**src/rtl/axi_bridge_mp_if.sv**
```systemverilog
// AXI3 master-port bundle used by the bridge: full AR/R/AW/W/B signal set
// with 4-bit IDs and 32-bit data.
interface axi_bridge_mp_if #(
    parameter int ADDR_W = 32
);
    logic [3:0]        arid;
    logic [ADDR_W-1:0] araddr;
    logic [3:0]        arlen;
    logic [2:0]        arsize;
    logic [1:0]        arburst;
    logic [1:0]        arlock;
    logic [3:0]        arcache;
    logic [2:0]        arprot;
    logic              arvalid;
    logic              arready;

    logic [3:0]        rid;
    logic [31:0]       rdata;
    logic [1:0]        rresp;
    logic              rlast;
    logic              rvalid;
    logic              rready;

    logic [3:0]        awid;
    logic [ADDR_W-1:0] awaddr;
    logic [3:0]        awlen;
    logic [2:0]        awsize;
    logic [1:0]        awburst;
    logic [1:0]        awlock;
    logic [3:0]        awcache;
    logic [2:0]        awprot;
    logic              awvalid;
    logic              awready;

    logic [3:0]        wid;
    logic [31:0]       wdata;
    logic [3:0]        wstrb;
    logic              wlast;
    logic              wvalid;
    logic              wready;

    logic [3:0]        bid;
    logic [1:0]        bresp;
    logic              bvalid;
    logic              bready;

    modport master (
        output arid, araddr, arlen, arsize, arburst, arlock, arcache, arprot, arvalid,
        input  arready,
        input  rid, rdata, rresp, rlast, rvalid,
        output rready,
        output awid, awaddr, awlen, awsize, awburst, awlock, awcache, awprot, awvalid,
        input  awready,
        output wid, wdata, wstrb, wlast, wvalid,
        input  wready,
        input  bid, bresp, bvalid,
        output bready
    );

    modport slave (
        input  arid, araddr, arlen, arsize, arburst, arlock, arcache, arprot, arvalid,
        output arready,
        output rid, rdata, rresp, rlast, rvalid,
        input  rready,
        input  awid, awaddr, awlen, awsize, awburst, awlock, awcache, awprot, awvalid,
        output awready,
        input  wid, wdata, wstrb, wlast, wvalid,
        output wready,
        output bid, bresp, bvalid,
        input  bready
    );
endinterface

```
**src/rtl/axi_bridge_mp.sv**
```systemverilog
// SRAM-like to AXI3 bridge for NM CPU-side masters. One AR slot (multiple
// outstanding reads per master, tracked by ID = master index) and one write
// slot; fixed priority (highest index wins); reads to the word being written
// are held until the write slot drains.
module axi_bridge_mp #(
    parameter int NM         = 2,
    parameter int MAX_RD_OUT = 2,
    parameter int ADDR_W     = 32
) (
    input  logic                 aclk,
    input  logic                 reset,
    input  logic [NM-1:0]        m_req_i,
    input  logic [NM-1:0]        m_wr_i,
    input  logic [2*NM-1:0]      m_size_i,
    input  logic [ADDR_W*NM-1:0] m_addr_i,
    input  logic [4*NM-1:0]      m_wstrb_i,
    input  logic [32*NM-1:0]     m_wdata_i,
    output logic [NM-1:0]        m_addr_ok_o,
    output logic [NM-1:0]        m_data_ok_o,
    output logic [32*NM-1:0]     m_rdata_o,
    axi_bridge_mp_if.master      axi
);
    localparam int CNT_W = $clog2(MAX_RD_OUT + 1);

    typedef enum logic [2:0] {W_IDLE, W_AW_W, W_W_ONLY, W_AW_ONLY, W_B} wstate_e;

    wstate_e                  wstate_q, wstate_d;
    logic [NM-1:0][CNT_W-1:0] rd_cnt_q;
    logic [NM-1:0]            wr_busy_q;
    logic [NM-1:0]            data_ok_q;
    logic [NM-1:0][31:0]      rdata_q;

    logic                     arvalid_q;
    logic [ADDR_W-1:0]        araddr_q;
    logic [3:0]               arid_q;
    logic [1:0]               arsize_q;

    logic [ADDR_W-1:0]        awaddr_q;
    logic [3:0]               awid_q;
    logic [1:0]               awsize_q;
    logic [31:0]              wdata_q;
    logic [3:0]               wstrb_q;

    logic                     awvalid, wvalid, bready;
    logic                     aw_hs, w_hs, b_hs, r_hs;

    logic [NM-1:0]            rd_gnt, wr_gnt;
    logic                     rd_any, wr_any;
    logic [3:0]               rd_idx, wr_idx;
    logic [ADDR_W-1:0]        rd_addr, wr_addr;
    logic [1:0]               rd_size, wr_size;
    logic [31:0]              wr_data;
    logic [3:0]               wr_strb;

    assign aw_hs = awvalid & axi.awready;
    assign w_hs  = wvalid & axi.wready;
    assign b_hs  = axi.bvalid & bready;
    assign r_hs  = axi.rvalid;          // rready is tied high

    // Fixed-priority arbiters: later (higher-index) eligible masters override earlier ones
    always_comb begin
        rd_gnt  = '0;
        rd_any  = 1'b0;
        rd_idx  = '0;
        rd_addr = '0;
        rd_size = '0;
        wr_gnt  = '0;
        wr_any  = 1'b0;
        wr_idx  = '0;
        wr_addr = '0;
        wr_size = '0;
        wr_data = '0;
        wr_strb = '0;
        for (int m = 0; m < NM; m++) begin
            // A read to the word sitting in the write slot would overtake it
            if (!reset && !arvalid_q && m_req_i[m] && !m_wr_i[m]
                && rd_cnt_q[m] < CNT_W'(MAX_RD_OUT) && !wr_busy_q[m]
                && !(wstate_q != W_IDLE
                     && m_addr_i[m*ADDR_W+2 +: ADDR_W-2] == awaddr_q[ADDR_W-1:2])) begin
                rd_gnt    = '0;
                rd_gnt[m] = 1'b1;
                rd_any    = 1'b1;
                rd_idx    = 4'(m);
                rd_addr   = m_addr_i[m*ADDR_W +: ADDR_W];
                rd_size   = m_size_i[2*m +: 2];
            end
            // Writes wait for the master's own reads to drain to keep data_ok in order
            if (!reset && wstate_q == W_IDLE && m_req_i[m] && m_wr_i[m]
                && rd_cnt_q[m] == '0) begin
                wr_gnt    = '0;
                wr_gnt[m] = 1'b1;
                wr_any    = 1'b1;
                wr_idx    = 4'(m);
                wr_addr   = m_addr_i[m*ADDR_W +: ADDR_W];
                wr_size   = m_size_i[2*m +: 2];
                wr_data   = m_wdata_i[32*m +: 32];
                wr_strb   = m_wstrb_i[4*m +: 4];
            end
        end
    end

    assign m_addr_ok_o = rd_gnt | wr_gnt;

    // Per-master bookkeeping: outstanding reads, write busy, completions, read data
    always_ff @(posedge aclk) begin
        if (reset) begin
            rd_cnt_q  <= '0;
            wr_busy_q <= '0;
            data_ok_q <= '0;
            rdata_q   <= '0;
        end else begin
            for (int m = 0; m < NM; m++) begin
                if (rd_gnt[m] && !(r_hs && axi.rid == 4'(m)))
                    rd_cnt_q[m] <= rd_cnt_q[m] + CNT_W'(1);
                else if (!rd_gnt[m] && r_hs && axi.rid == 4'(m))
                    rd_cnt_q[m] <= rd_cnt_q[m] - CNT_W'(1);

                if (wr_gnt[m])
                    wr_busy_q[m] <= 1'b1;
                else if (b_hs && axi.bid == 4'(m))
                    wr_busy_q[m] <= 1'b0;

                data_ok_q[m] <= (r_hs && axi.rid == 4'(m)) || (b_hs && axi.bid == 4'(m));

                if (r_hs && axi.rid == 4'(m))
                    rdata_q[m] <= axi.rdata;
            end
        end
    end

    // AR slot: load on read grant, hold until arready
    always_ff @(posedge aclk) begin
        if (reset) begin
            arvalid_q <= 1'b0;
            araddr_q  <= '0;
            arid_q    <= '0;
            arsize_q  <= '0;
        end else if (!arvalid_q) begin
            if (rd_any) begin
                arvalid_q <= 1'b1;
                araddr_q  <= rd_addr;
                arid_q    <= rd_idx;
                arsize_q  <= rd_size;
            end
        end else if (axi.arready) begin
            arvalid_q <= 1'b0;
        end
    end

    // Write slot payload: captured on write grant
    always_ff @(posedge aclk) begin
        if (reset) begin
            awaddr_q <= '0;
            awid_q   <= '0;
            awsize_q <= '0;
            wdata_q  <= '0;
            wstrb_q  <= '0;
        end else if (wr_any) begin
            awaddr_q <= wr_addr;
            awid_q   <= wr_idx;
            awsize_q <= wr_size;
            wdata_q  <= wr_data;
            wstrb_q  <= wr_strb;
        end
    end

    // Write slot state register
    always_ff @(posedge aclk) begin
        if (reset) wstate_q <= W_IDLE;
        else       wstate_q <= wstate_d;
    end

    // Write slot next state: AW and W may complete in either order
    always_comb begin
        wstate_d = wstate_q;
        case (wstate_q)
            W_IDLE:    if (wr_any) wstate_d = W_AW_W;
            W_AW_W: begin
                if (aw_hs && w_hs) wstate_d = W_B;
                else if (aw_hs)    wstate_d = W_W_ONLY;
                else if (w_hs)     wstate_d = W_AW_ONLY;
            end
            W_W_ONLY:  if (w_hs)  wstate_d = W_B;
            W_AW_ONLY: if (aw_hs) wstate_d = W_B;
            W_B:       if (b_hs)  wstate_d = W_IDLE;
            default:   wstate_d = W_IDLE;
        endcase
    end

    // Write slot outputs
    always_comb begin
        awvalid = (wstate_q == W_AW_W) || (wstate_q == W_AW_ONLY);
        wvalid  = (wstate_q == W_AW_W) || (wstate_q == W_W_ONLY);
        bready  = (wstate_q == W_B);
    end

    assign axi.arid    = arid_q;
    assign axi.araddr  = araddr_q;
    assign axi.arlen   = 4'd0;
    assign axi.arsize  = {1'b0, arsize_q};
    assign axi.arburst = 2'b01;
    assign axi.arlock  = 2'b00;
    assign axi.arcache = 4'd0;
    assign axi.arprot  = 3'd0;
    assign axi.arvalid = arvalid_q;
    assign axi.rready  = 1'b1;

    assign axi.awid    = awid_q;
    assign axi.awaddr  = awaddr_q;
    assign axi.awlen   = 4'd0;
    assign axi.awsize  = {1'b0, awsize_q};
    assign axi.awburst = 2'b01;
    assign axi.awlock  = 2'b00;
    assign axi.awcache = 4'd0;
    assign axi.awprot  = 3'd0;
    assign axi.awvalid = awvalid;
    assign axi.wid     = awid_q;
    assign axi.wdata   = wdata_q;
    assign axi.wstrb   = wstrb_q;
    assign axi.wlast   = 1'b1;
    assign axi.wvalid  = wvalid;
    assign axi.bready  = bready;

    assign m_data_ok_o = data_ok_q;
    assign m_rdata_o   = rdata_q;

    // Response status and rlast carry nothing the masters can use
    logic unused_resp;
    assign unused_resp = ^{axi.rresp, axi.bresp, axi.rlast};
endmodule

```
**src/flat_wrapper.sv**
```systemverilog
// flat-port wrapper written by rule: the top's interface ports become plain ports
module axi_bridge_mp_flat 
#(
    parameter int NM         = 2,
    parameter int MAX_RD_OUT = 2,
    parameter int ADDR_W     = 32
)
  (aclk, reset, m_req_i, m_wr_i, m_size_i, m_addr_i, m_wstrb_i, m_wdata_i, m_addr_ok_o, m_data_ok_o, m_rdata_o, axi_arid, axi_araddr, axi_arlen, axi_arsize, axi_arburst, axi_arlock, axi_arcache, axi_arprot, axi_arvalid, axi_arready, axi_rid, axi_rdata, axi_rresp, axi_rlast, axi_rvalid, axi_rready, axi_awid, axi_awaddr, axi_awlen, axi_awsize, axi_awburst, axi_awlock, axi_awcache, axi_awprot, axi_awvalid, axi_awready, axi_wid, axi_wdata, axi_wstrb, axi_wlast, axi_wvalid, axi_wready, axi_bid, axi_bresp, axi_bvalid, axi_bready);
  axi_bridge_mp_if #(.ADDR_W(ADDR_W)) axi_i ();
  input  logic aclk;
  input  logic reset;
  input  logic [NM-1:0] m_req_i;
  input  logic [NM-1:0] m_wr_i;
  input  logic [2*NM-1:0] m_size_i;
  input  logic [ADDR_W*NM-1:0] m_addr_i;
  input  logic [4*NM-1:0] m_wstrb_i;
  input  logic [32*NM-1:0] m_wdata_i;
  output logic [NM-1:0] m_addr_ok_o;
  output logic [NM-1:0] m_data_ok_o;
  output logic [32*NM-1:0] m_rdata_o;
  output wire logic [$bits(axi_i.arid)-1:0] axi_arid;
  output wire logic [$bits(axi_i.araddr)-1:0] axi_araddr;
  output wire logic [$bits(axi_i.arlen)-1:0] axi_arlen;
  output wire logic [$bits(axi_i.arsize)-1:0] axi_arsize;
  output wire logic [$bits(axi_i.arburst)-1:0] axi_arburst;
  output wire logic [$bits(axi_i.arlock)-1:0] axi_arlock;
  output wire logic [$bits(axi_i.arcache)-1:0] axi_arcache;
  output wire logic [$bits(axi_i.arprot)-1:0] axi_arprot;
  output wire logic [$bits(axi_i.arvalid)-1:0] axi_arvalid;
  input wire logic [$bits(axi_i.arready)-1:0] axi_arready;
  input wire logic [$bits(axi_i.rid)-1:0] axi_rid;
  input wire logic [$bits(axi_i.rdata)-1:0] axi_rdata;
  input wire logic [$bits(axi_i.rresp)-1:0] axi_rresp;
  input wire logic [$bits(axi_i.rlast)-1:0] axi_rlast;
  input wire logic [$bits(axi_i.rvalid)-1:0] axi_rvalid;
  output wire logic [$bits(axi_i.rready)-1:0] axi_rready;
  output wire logic [$bits(axi_i.awid)-1:0] axi_awid;
  output wire logic [$bits(axi_i.awaddr)-1:0] axi_awaddr;
  output wire logic [$bits(axi_i.awlen)-1:0] axi_awlen;
  output wire logic [$bits(axi_i.awsize)-1:0] axi_awsize;
  output wire logic [$bits(axi_i.awburst)-1:0] axi_awburst;
  output wire logic [$bits(axi_i.awlock)-1:0] axi_awlock;
  output wire logic [$bits(axi_i.awcache)-1:0] axi_awcache;
  output wire logic [$bits(axi_i.awprot)-1:0] axi_awprot;
  output wire logic [$bits(axi_i.awvalid)-1:0] axi_awvalid;
  input wire logic [$bits(axi_i.awready)-1:0] axi_awready;
  output wire logic [$bits(axi_i.wid)-1:0] axi_wid;
  output wire logic [$bits(axi_i.wdata)-1:0] axi_wdata;
  output wire logic [$bits(axi_i.wstrb)-1:0] axi_wstrb;
  output wire logic [$bits(axi_i.wlast)-1:0] axi_wlast;
  output wire logic [$bits(axi_i.wvalid)-1:0] axi_wvalid;
  input wire logic [$bits(axi_i.wready)-1:0] axi_wready;
  input wire logic [$bits(axi_i.bid)-1:0] axi_bid;
  input wire logic [$bits(axi_i.bresp)-1:0] axi_bresp;
  input wire logic [$bits(axi_i.bvalid)-1:0] axi_bvalid;
  output wire logic [$bits(axi_i.bready)-1:0] axi_bready;
  assign axi_arid = axi_i.arid;
  assign axi_araddr = axi_i.araddr;
  assign axi_arlen = axi_i.arlen;
  assign axi_arsize = axi_i.arsize;
  assign axi_arburst = axi_i.arburst;
  assign axi_arlock = axi_i.arlock;
  assign axi_arcache = axi_i.arcache;
  assign axi_arprot = axi_i.arprot;
  assign axi_arvalid = axi_i.arvalid;
  assign axi_i.arready = axi_arready;
  assign axi_i.rid = axi_rid;
  assign axi_i.rdata = axi_rdata;
  assign axi_i.rresp = axi_rresp;
  assign axi_i.rlast = axi_rlast;
  assign axi_i.rvalid = axi_rvalid;
  assign axi_rready = axi_i.rready;
  assign axi_awid = axi_i.awid;
  assign axi_awaddr = axi_i.awaddr;
  assign axi_awlen = axi_i.awlen;
  assign axi_awsize = axi_i.awsize;
  assign axi_awburst = axi_i.awburst;
  assign axi_awlock = axi_i.awlock;
  assign axi_awcache = axi_i.awcache;
  assign axi_awprot = axi_i.awprot;
  assign axi_awvalid = axi_i.awvalid;
  assign axi_i.awready = axi_awready;
  assign axi_wid = axi_i.wid;
  assign axi_wdata = axi_i.wdata;
  assign axi_wstrb = axi_i.wstrb;
  assign axi_wlast = axi_i.wlast;
  assign axi_wvalid = axi_i.wvalid;
  assign axi_i.wready = axi_wready;
  assign axi_i.bid = axi_bid;
  assign axi_i.bresp = axi_bresp;
  assign axi_i.bvalid = axi_bvalid;
  assign axi_bready = axi_i.bready;
  axi_bridge_mp #(.NM(NM), .MAX_RD_OUT(MAX_RD_OUT), .ADDR_W(ADDR_W)) u_core (.aclk(aclk), .reset(reset), .m_req_i(m_req_i), .m_wr_i(m_wr_i), .m_size_i(m_size_i), .m_addr_i(m_addr_i), .m_wstrb_i(m_wstrb_i), .m_wdata_i(m_wdata_i), .m_addr_ok_o(m_addr_ok_o), .m_data_ok_o(m_data_ok_o), .m_rdata_o(m_rdata_o), .axi(axi_i));
endmodule
```
**config.mk**
```make
export PLATFORM = sky130hd
export DESIGN_NAME = axi_bridge_mp_flat
export DESIGN_NICKNAME = d
export VERILOG_FILES = /design/src/rtl/axi_bridge_mp_if.sv /design/src/rtl/axi_bridge_mp.sv /design/src/flat_wrapper.sv
export SDC_FILE = /design/constraint.sdc
export NUM_CORES = 1
export LEC_CHECK = 0
export ABC_AREA = 1
export BUFFER_PORTS_ARGS = -buffer_cell sky130_fd_sc_hd__buf_4
export CAP_MARGIN = 20
export CORE_AREA = 2 2 164 166
export DETAILED_ROUTE_END_ITERATION = 7
export DIE_AREA = 0 0 166 168
export PLACE_DENSITY = 0.61
export SYNTH_ARGS = -nofsm -noshare
export SYNTH_HDL_FRONTEND = slang
export SYNTH_SLANG_ARGS = --single-unit
```
**constraint.sdc**
```tcl
create_clock -name aclk -period 4.23 [get_ports aclk]
set_input_delay 0.6345 -clock aclk [delete_from_list [all_inputs] [get_ports aclk]]
set_output_delay 0.6345 -clock aclk [all_outputs]
set_load 0.05 [all_outputs]
```
* Word level (Yosys, flattened, before mapping)
Cells that the tools add are included.
** Operators by class
- Mux-type cells :: 41
- Order comparisons :: 2
- Add/sub/neg operators :: 4
- Eq/ne operators :: 13
- Bitwise operators :: 5
- Reduce and logical (&&, ||, !) cells :: 59
** Operators with widths (count)
- two-way mux 32 bit :: 6
- equality test 30 bit :: 2
- logical AND 1 bit :: 31
- two-way mux 3 bit :: 7
- two-way mux 2 bit :: 10
- two-way mux 1 bit :: 15
- one-hot mux 3 bit (5 select lines) :: 1
- logical NOT 1 bit :: 12
- equality test 4 x 1 -> 1 bit, second input constant :: 2
- logical NOT 4 bit :: 2
- two-way mux 4 bit :: 2
- nonzero test 2 bit :: 4
- equality test 3 x 2 -> 1 bit, second input constant :: 2
- != test 2 x 1 -> 1 bit, second input constant :: 3
- AND reduction 5 bit :: 1
- adder 2 x 1 -> 2 bit, second input constant :: 2
- logical NOT 2 bit :: 2
- logical OR 1 bit :: 4
- less-than comparator 2 bit, second input constant :: 2
- != test 4 x 1 -> 1 bit, second input constant :: 1
- subtractor 2 x 1 -> 2 bit, second input constant :: 2
- bitwise AND 1 bit :: 3
- equality test 3 x 1 -> 1 bit, second input constant :: 1
- equality test 3 bit, second input constant :: 1
- 6 further kinds :: 6
** Storage, ports and cells
- Word-level logic and storage cells :: 141
- Register bits after elaboration :: 188
- Input port bits :: 196

* Longest topological paths before layout
Gate-level depths: netlist of run 1.
- Depth after elaboration :: 14
- Depth in mapped cells :: 15

* Least setup slack after synthesis of run 1
No wires, ideal clock.
- Path kind :: input port to output port
- From :: in reset
- To :: out m_addr_ok_o[1]
- Setup slack :: 1.605 ns
- Path buffers :: 3
- Stages :: 8
- Arrival :: 1.990 ns
- Cells stage by stage :: clkbuf_1 nor2_1 nand2_1 nor4_1 nand2_2 buf_6 buf_4 nand2_1
** Between the ends
- Word-level cells in the longest chain between the ends :: 9
- Elaborated cells on any way between the ends :: 14
- Those cells by class :: mux: 2; bitwise: 1; reduce/logical: 11
** Ends and longest elaborated chain
- start, declared :: RTL line flat_wrapper.sv:11 : input logic reset;
- logical NOT 1 bit * :: RTL line axi_bridge_mp.sv:76, axi_bridge_mp.sv:88
- logical AND 1 bit (3 in a row) :: RTL line axi_bridge_mp.sv:76 : if (!reset && !arvalid_q && m_req_i[m] && !m_wr_i[m]
- logical AND 1 bit (2 in a row) :: RTL line axi_bridge_mp.sv:77 : && rd_cnt_q[m] < CNT_W'(MAX_RD_OUT) && !wr_busy_q[m]
- logical AND 1 bit :: RTL line axi_bridge_mp.sv:78 : && !(wstate_q != W_IDLE
- two-way mux 2 bit :: RTL line axi_bridge_mp.sv:76
- OR 2 bit * :: RTL line axi_bridge_mp.sv:102 : assign m_addr_ok_o = rd_gnt | wr_gnt;
- end, declared :: RTL line flat_wrapper.sv:18 : output logic [NM-1:0] m_addr_ok_o;
Every way passes the cells marked *; elsewhere a longest branch is shown, timed or not.

* Worst setup path in the final report of run 1
- From :: reg u_core.wstate_q[0]
- To :: out m_addr_ok_o[0]
** Between the ends
- Word-level cells in the longest chain between the ends :: 8
- Elaborated cells on any way between the ends :: 20
- Those cells by class :: mux: 4; bitwise: 1; reduce/logical: 15
** Ends and longest elaborated chain
- start, declared :: RTL line axi_bridge_mp.sv:27 : wstate_e wstate_q, wstate_d;
- start signal, assigned :: RTL line axi_bridge_mp.sv:170 : else wstate_q <= wstate_d;
- logical NOT 3 bit :: RTL line axi_bridge_mp.sv:88 : if (!reset && wstate_q == W_IDLE && m_req_i[m] && m_wr_i[m]
- logical AND 1 bit (3 in a row) :: RTL line axi_bridge_mp.sv:88
- logical AND 1 bit :: RTL line axi_bridge_mp.sv:89 : && rd_cnt_q[m] == '0) begin
- two-way mux 1 bit :: RTL line axi_bridge_mp.sv:88
- two-way mux 2 bit :: RTL line axi_bridge_mp.sv:88
- OR 2 bit * :: RTL line axi_bridge_mp.sv:102
Marked as above.

==> impl_summary.txt, run 1 <==
----------------------------------------------------
[STA]
  Endpoints failing hold ... 0
  Least-Margin Pin Slew ... 1.06 ns
  Worst clock skew ... 0.0157 ns
  Period minus WS final ... 3.39 ns
  Setup TNS ... 0 ns
  Peak Freq ... 295 MHz
  Headroom to the max-slew limit ... 28.9%
  Total count of max-transition violations in the final report ... 0
  Period utilisation layout ... 80.1%
  Setup violations, final ... 0
  Setup repair after global routing missed its margin ... no
  Post-route worst setup slack ... 0.842 ns

[Critical path]
  Register-to-Register Path Depth ... 13
  Critical path start-end classification ... register to output pin
  Required @ worst endpoint ... 3.60 ns
  Most used cell, CP ... sky130_fd_sc_hd__nand2_1
  CP Launch Type ... register
  Worst reg2reg endpoint ... u_core.axi.araddr[5]
  WP buf/inv ... 2
  Worst stage delay on the critical path ... 0.80 ns
  Worst reg-to-reg setup slack ... 1.45 ns
  Worst setup EP type ... output pin
  Critical path fanouts, max ... 37
  Startpoint of the most critical setup path ... u_core.wstate_q[0]
  CP Data Arrival Time ... 2.75 ns
  Worst R2R Start ... u_core.wstate_q[2]
  Cell type of the slowest stage on the worst timing path ... sky130_fd_sc_hd__nor2_4
  Cell-by-cell listing of the critical path ... inv_2 > nand2_1 > nor2_4 > nor2_1 > nand2_1 > nor2_1 > nand2_1 > nor2_1 > nor2_4 > nand2_1 > nand2_1 > buf_4
  Crit-path leading delay family ... simple AND/OR/NAND/NOR gates

[Die]
  IO Pins ... 418
  DIE AREA ... 27900 um^2
  Overall die width ... 166 um
  Height of the die ... 168 um
  Number of rows in the core area ... 60
  Core area ... 26400 um^2
  Initial core utilization ... 32.4%

[Cells and area]
  Number of nets in the finished design ... 1764
  Synthesis-to-finish area growth ... 40.0%
  Antenna diodes ... 0
  Commonest cells after routing, fill and taps aside ... 421 x sky130_fd_sc_hd__nand2_1, 382 x sky130_fd_sc_hd__buf_4, 182 x sky130_fd_sc_hd__dfxtp_1
  Sequential standard cell area ... 3640 um^2
  Fraction of final layout cells sized beyond drive strength 1 ... 27.1%
  Leading cell type in the layout, fill and taps excluded ... sky130_fd_sc_hd__nand2_1
  Multi-input logic area ... 4110 um^2
  Fill cell total of the finished layout ... 2669

[GRT]
  First-pass GRT wire length ... 47400 um
  Largest net degree at the start of global routing ... 77
  Global-route usage over all layers ... 21.3%
  Global route total overflow ... 0
  Via count of the first global-routing pass ... 8461
  Number of antenna violations at the first check in global routing ... 0

[Drt]
  Initial drt markers ... 597
  Total Routed Length ... 30700 um
  Number of remaining DRC errors ... 0
  Remaining number of nets flagged by the antenna check after routing ... 0
  Avg WL per Cell ... 16.0 um
  Via count ... 9196
  Number of iterations in the first detailed-routing pass ... 5
  Via-to-Cell Ratio ... 4.78

[Status]
  Run status ... finished, final reports clean

[Clocking]
  Cts hold-fix bufs ... 0
  Number of buffers inserted during clock tree synthesis ... 17
  Number of gates given a new drive strength after cts ... 0
  Clock latency at the later pin of the worst-skew pair ... 0.43 ns
  Clock net sink count ... 182
  Buffer depth of the longest clock path ... 2
  H-Tree Depth ... 4
  TritonCTS clock tree ... built
  Root buffer cell ... sky130_fd_sc_hd__clkbuf_16
  Clock-pin slew on the worst setup and hold paths ... 0.09 ns
  Post-CTS setup-driven buffer insertion count ... 0

[Power]
  Pwr Density ... 451 nW/um^2
  IR drop worst, VDD ... 0.241 mV
  Leakage power of the design ... 5.30 nW

[Synth]
  Synth cell types ... 30
  Number of synthesized register bits ... 182
  Area of the mapped netlist ... 8550 um^2
  Synthesized netlist cell count ... 1236
  Most area-hungry cell type in the Yosys netlist ... sky130_fd_sc_hd__dfxtp_1
  Portion of the post-synthesis area used by sequential elements ... 42.6%
  Main area contributors after synthesis ... sky130_fd_sc_hd__dfxtp_1 43%, sky130_fd_sc_hd__nand2_1 18%, sky130_fd_sc_hd__nor2_1 6.3%
  Ys Warns ... 0
  Top-area cell type share of the netlist area ... 42.6%
  Syn_area_per_cell ... 6.92 um^2

[Min path]
  Hold path endpoint ... u_core.m_rdata_o[9]
  Start point of the worst hold path ... axi_rdata[9]
  Cells on Worst Hold Path ... 3
  Class of the worst hold path ... input port to register

[Placement]
  Pre-CTS WS ... 0.978 ns
  Final weighted congestion of routability-driven global placement ... 0.797
  IO Port Bufs ... 369
  HPWL reported at the end of detailed placement ... 21400 um

[Run]
  Max-cap violation count ... 0

----------------------------------------------------
[routing by layer]
metal / global-route usage, % / wire, um
met4: 5.63 / 490
met5: 0 / 0
met3: 5.83 / 2380
met2: 35.3 / 14600
met1: 27.3 / 13300
[stage by stage]
step	hold slack (ns)	std cells	cell area [um^2]	total power [mW]	utilization, %
2_1_floorplan	0.444	1277	8700	3.21	-
3_3_place_gp	0.452	1890	11400	3.75	43.1
3_5_place_dp	0.457	1890	11400	3.77	43.1
4_1_cts	0.432	1922	12000	5.46	45.4
5_1_grt	0.439	1922	12000	5.67	45.4
6_report	0.455	1922	12000	5.40	45.4
[kinds of logic (layout without fill, tap and decap cells)]
family                 Yosys count  after routing  share of synthesized area [%]
flip-flops                     182            182                           42.6
AO/OA/AOI/OAI                  200            200                           13.9
XOR/XNOR                        29             29                           2.97
AND/OR/NAND/NOR                630            630                           29.2
buffers and inverters          193            497                           11.3
other                            2             43                         0.0878
[final cells by class]
cell class | count | area share (%)
Clock inverter | 14 | 1.55
Multi-Input combinational cell | 902 | 34.3
Timing Repair Buffer | 382 | 24.0
Clock buffer | 18 | 3.59
Tap cell | 341 | 3.56
Inverter | 83 | 2.60
Sequential cell | 182 | 30.4
[worst register-to-register path, cell delays in order (launching register included)]
cell and delay (ns):
sky130_fd_sc_hd__dfxtp_1 0.45, sky130_fd_sc_hd__inv_2 0.06, sky130_fd_sc_hd__nand3_1 0.10, sky130_fd_sc_hd__nand2_1 0.07, sky130_fd_sc_hd__nor2_1 0.19, sky130_fd_sc_hd__nand2_1 0.11, sky130_fd_sc_hd__nor2_1 0.11, sky130_fd_sc_hd__nand2_1 0.09
sky130_fd_sc_hd__nand2_2 0.39, sky130_fd_sc_hd__buf_4 0.42, sky130_fd_sc_hd__clkinv_1 0.11, sky130_fd_sc_hd__buf_4 0.29, sky130_fd_sc_hd__nand2_1 0.15, sky130_fd_sc_hd__a31oi_1 0.08
[synth_stat cells (all sizes together)]
cell type / number
a21oi: 55
a221oi: 11
a22oi: 15
a31oi: 79
and3: 1
buf: 73
clkbuf: 37
clkinv: 2
conb: 2
dfxtp: 182
inv: 81
nand2: 423
nand3: 51
nor2: 149
nor3: 4
nor4: 1
o21ai: 40
or2: 1
xnor2: 25
xor2: 4
[power by group]
| part | internal [mW] | switching, mW |
|---|---|---|
| Sequential | 1.86 | 0.117 |
| Combinational | 0.540 | 1.20 |
| Clock | 0.859 | 0.824 |
[state kept, by name, summed over array words and instances (netlist names)]
name                count
u_core.m_data_ok_o      2
u_core.axi.awaddr      32
u_core.axi.wstrb        4
u_core.axi.wdata       32
u_core.wstate_q         3
u_core.axi.araddr      32
u_core.awsize_q         2
u_core.rd_cnt_q         4
u_core.m_rdata_o       64
u_core.axi.arvalid      1
u_core.wr_busy_q        2
u_core.arsize_q         2
u_core.axi.awid         1
u_core.axi.arid         1
[how the worst max path moves through the flow]
| stage | end | slack [ns] | cells past startpoint |
|---|---|---|---|
| floorplan | m_addr_ok_o[1] | 1.61 | 8 |
| global placement | m_addr_ok_o[0] | 0.98 | 8 |
| detailed placement | m_addr_ok_o[0] | 0.98 | 8 |
| CTS | m_addr_ok_o[0] | 0.77 | 12 |
| global route | m_addr_ok_o[0] | 0.58 | 12 |
| finish | m_addr_ok_o[0] | 0.84 | 12 |
Note: power is estimated with default switching activity, not from simulation.
==> run 2: changes to the inputs <==
--- a/config.mk
+++ b/config.mk
@@ -5,7 +5,7 @@
 export SDC_FILE = /design/constraint.sdc
 export NUM_CORES = 1
 export LEC_CHECK = 0
-export ABC_AREA = 1
+export ABC_AREA = 0
 export BUFFER_PORTS_ARGS = -buffer_cell sky130_fd_sc_hd__buf_4
 export CAP_MARGIN = 20
 export CORE_AREA = 2 2 164 166
==> constraint.sdc (replaced) <==
create_clock -name aclk -period 2.75 [get_ports aclk]
set_input_delay 0.4125 -clock aclk [delete_from_list [all_inputs] [get_ports aclk]]
set_output_delay 0.4125 -clock aclk [all_outputs]
set_load 0.05 [all_outputs]
==> run 2 against run 1 <==
Net effect:
- power rose by 30%
- sequential share of layout area is 0.88 points higher
- via count decreased by 14%
- non-clock buffer count increased by 22
- final cell count fell by 17%
- hold slack got worse by 0.27 ns
- flip-flop and latch count unchanged
- sequential power is 45% higher
- critical endpoint unchanged
- highest routed layer unchanged
==> impl_summary.txt, run 2 <==
----------------------------------------------------
[Cells and area]
  Sequential standard cell area ... 3660 um^2
  Number of nets in the finished design ... 1435
  Fill cell total of the finished layout ... 2611
  Leading cell type in the layout, fill and taps excluded ... sky130_fd_sc_hd__buf_4
  Multi-input logic area ... 3860 um^2
  Number of flip-flops in the largest register ... 64
  Antenna diodes ... 0
  Commonest cells after routing, fill and taps aside ... 398 x sky130_fd_sc_hd__buf_4, 177 x sky130_fd_sc_hd__dfxtp_1, 135 x sky130_fd_sc_hd__nand2_1
  Fraction of final layout cells sized beyond drive strength 1 ... 37.1%
  Synthesis-to-finish area growth ... 47.9%

[Power]
  Clock network fraction of total power ... 36.9%
  Total power after layout ... 7.04 mW
  IR drop worst, VDD ... 0.282 mV
  Relative contribution of combinational cells to total power ... 22.6%
  Net Sw Frac ... 34.0%
  Pwr Density ... 603 nW/um^2
  Pint ... 4.65 mW
  Sw power ... 2.39 mW
  Leakage power of the design ... 5.15 nW
  Seq pwr share ... 40.5%

[Die]
  Core area ... 26400 um^2
  Height of the die ... 168 um
  Initial core utilization ... 30.0%
  Overall die width ... 166 um
  DIE AREA ... 27900 um^2
  Number of rows in the core area ... 60
  IO Pins ... 418

[Clocking]
  Clock-pin slew on the worst setup and hold paths ... 0.08 ns
  Clock latency at the later pin of the worst-skew pair ... 0.43 ns
  Root buffer cell ... sky130_fd_sc_hd__clkbuf_16
  H-Tree Depth ... 4
  Buffer depth of the longest clock path ... 2
  TritonCTS clock tree ... built
  Clock net sink count ... 182
  Number of buffers inserted during clock tree synthesis ... 17

[Drt]
  Number of iterations in the first detailed-routing pass ... 7
  Via-to-Cell Ratio ... 4.96
  Via count ... 7898
  Total Routed Length ... 28600 um
  Number of remaining DRC errors ... 0
  Initial drt markers ... 788
  Avg WL per Cell ... 18.0 um
  Remaining number of nets flagged by the antenna check after routing ... 0

[GRT]
  Number of antenna violations at the first check in global routing ... 0
  Largest net degree at the start of global routing ... 83
  Global-route usage over all layers ... 19.7%
  Via count of the first global-routing pass ... 7700
  First-pass GRT wire length ... 43800 um
  Global route total overflow ... 0

[Placement]
  Final weighted congestion of routability-driven global placement ... 0.827
  IO Port Bufs ... 369
  HPWL reported at the end of detailed placement ... 20700 um

[Status]
  Run status ... finished, final reports clean

[Synth]
  Most frequently used flop master after synthesis ... sky130_fd_sc_hd__dfxtp_1
  Main area contributors after synthesis ... sky130_fd_sc_hd__dfxtp_1 46%, sky130_fd_sc_hd__a222oi_1 8.9%, sky130_fd_sc_hd__xor2_1 6.7%
  Most area-hungry cell type in the Yosys netlist ... sky130_fd_sc_hd__dfxtp_1
  Portion of the post-synthesis area used by sequential elements ... 46.2%
  Ys Warns ... 0
  Number of enable flip-flop cells after synthesis ... 0
  Syn_area_per_cell ... 8.89 um^2
  Number of synthesized register bits ... 182
  Synthesized netlist cell count ... 888
  Most repeated cell in the gate-level netlist after synthesis ... sky130_fd_sc_hd__dfxtp_1
  Most used standard cells in the synthesized netlist ... 182 x sky130_fd_sc_hd__dfxtp_1, 135 x sky130_fd_sc_hd__nand2_1, 116 x sky130_fd_sc_hd__nor2_1
  Area of the mapped netlist ... 7890 um^2
  Synth async-reset ratio ... 0%
  Top-area cell type share of the netlist area ... 46.2%
  Synth cell types ... 43

[STA]
  Final Hold Slack ... 0.181 ns
  Setup TNS ... 0 ns
  Least-Margin Pin Slew ... 0.927 ns
  Total count of max-transition violations in the final report ... 0
  Period minus WS final ... 2.64 ns
  Setup violations, final ... 0
  Worst clock skew ... 0.0135 ns
  Headroom to the max-slew limit ... 38.2%
  Peak Freq ... 379 MHz
  Period utilisation layout ... 95.9%
  Endpoints failing hold ... 0

[Critical path]
  CP Launch Type ... register
  Required @ worst endpoint ... 2.34 ns
  Critical path start-end classification ... register to output pin
  Worst setup EP type ... output pin
  CP Data Arrival Time ... 2.22 ns
  Critical path fanouts, max ... 4

[Min path]
  Class of the worst hold path ... input port to register

[Run]
  Max-cap violation count ... 0

----------------------------------------------------
## run 2: cell types whose count changed in the layout (fill, tap and decap cells not counted), sizes merged, moves of 35 or more
cell | before | now
nand2 | 423 | 135
inv | 88 | 9
mux2i | 0 | 35
a222oi | 0 | 70
a31oi | 79 | 1
nand3 | 51 | 2
xor2 | 4 | 60
## run 2: worst paths after layout
check / startpoint / end / slack [ns] / cells after the start
max: u_core.axi.awaddr[28] / m_addr_ok_o[0] / 0.11 / 6
min: reset / u_core.rd_cnt_q[2] / 0.18 / 2
max reg2reg: u_core.axi.awaddr[28] / u_core.axi.araddr[24] / 0.38 / 8
min reg2reg: u_core.m_rdata_o[34] / u_core.m_rdata_o[34] / 0.45 / 2
## run 2: final cells by class
| cell class | instances | share of cell area [%] |
|---|---|---|
| multi-input combinational | 631 | 33.1 |
| sequential | 182 | 31.3 |
| timing repair buffer | 404 | 26.5 |
| tap | 341 | 3.65 |
| clock buffer | 17 | 3.64 |
| clock inverter | 15 | 1.77 |
| inverter | 3 | 0.0964 |
## run 2: power groups by stage
stage	sequential [mW]	clock, mW	combinational [mW]
2_1_floorplan	3.30	0	0.611
3_3_place_gp	2.91	0	1.57
3_5_place_dp	2.91	0	1.58
4_1_cts	2.85	2.69	1.59
5_1_grt	2.87	2.79	1.68
6_report	2.85	2.60	1.59
## run 2: kinds of logic (layout without fill, tap and decap cells)
family,after synthesis,in the layout,share of synthesized area (%)
simple gates,298,298,16.0
mux,37,37,4.72
buf+inv,116,439,8.18
flops,182,182,46.2
compound gates,190,190,17.9
xor+xnor,63,63,6.99
other cells,2,43,0.0951
## run 2: routing by layer
layer / track usage (%) / wire (um) / vias up
met5: 0 / 0 / -
met1: 24.1 / 11600 / 3707
li1: - / - / 3791
met3: 5.92 / 2450 / 33
met4: 6.39 / 680 / 0
met2: 33.4 / 13900 / 367
## run 2: timing repair
item / 4_1_cts / 5_1_grt
pin swaps: 2 / 10
resized for setup: 6 / 14
buffers inserted: 1 / 5
setup endpoints to repair: 2 / 2
hold buffers: 0 / 0
## run 2: worst max-delay path, stage by stage, from the launching register on
cell                      delay (ns)
sky130_fd_sc_hd__dfxtp_4        0.37
sky130_fd_sc_hd__xor2_1         0.16
sky130_fd_sc_hd__nor4_2         0.38
sky130_fd_sc_hd__nand4_1        0.28
sky130_fd_sc_hd__o21a_1         0.29
sky130_fd_sc_hd__o22ai_2        0.12
sky130_fd_sc_hd__buf_6          0.19
## run 2: per-stage QoR
stage / setup slack, ns / cells / util [%] / instance area, um^2
final: 0.113 / 1593 / 44.3 / 11700
after detailed placement: 0.130 / 1555 / 41.4 / 10900
after floorplan: 0.0264 / 929 / - / 8050
after global routing: -0.00381 / 1593 / 44.3 / 11700
after CTS: 0.000606 / 1588 / 44.0 / 11600
after global placement: 0.250 / 1555 / 41.4 / 10900
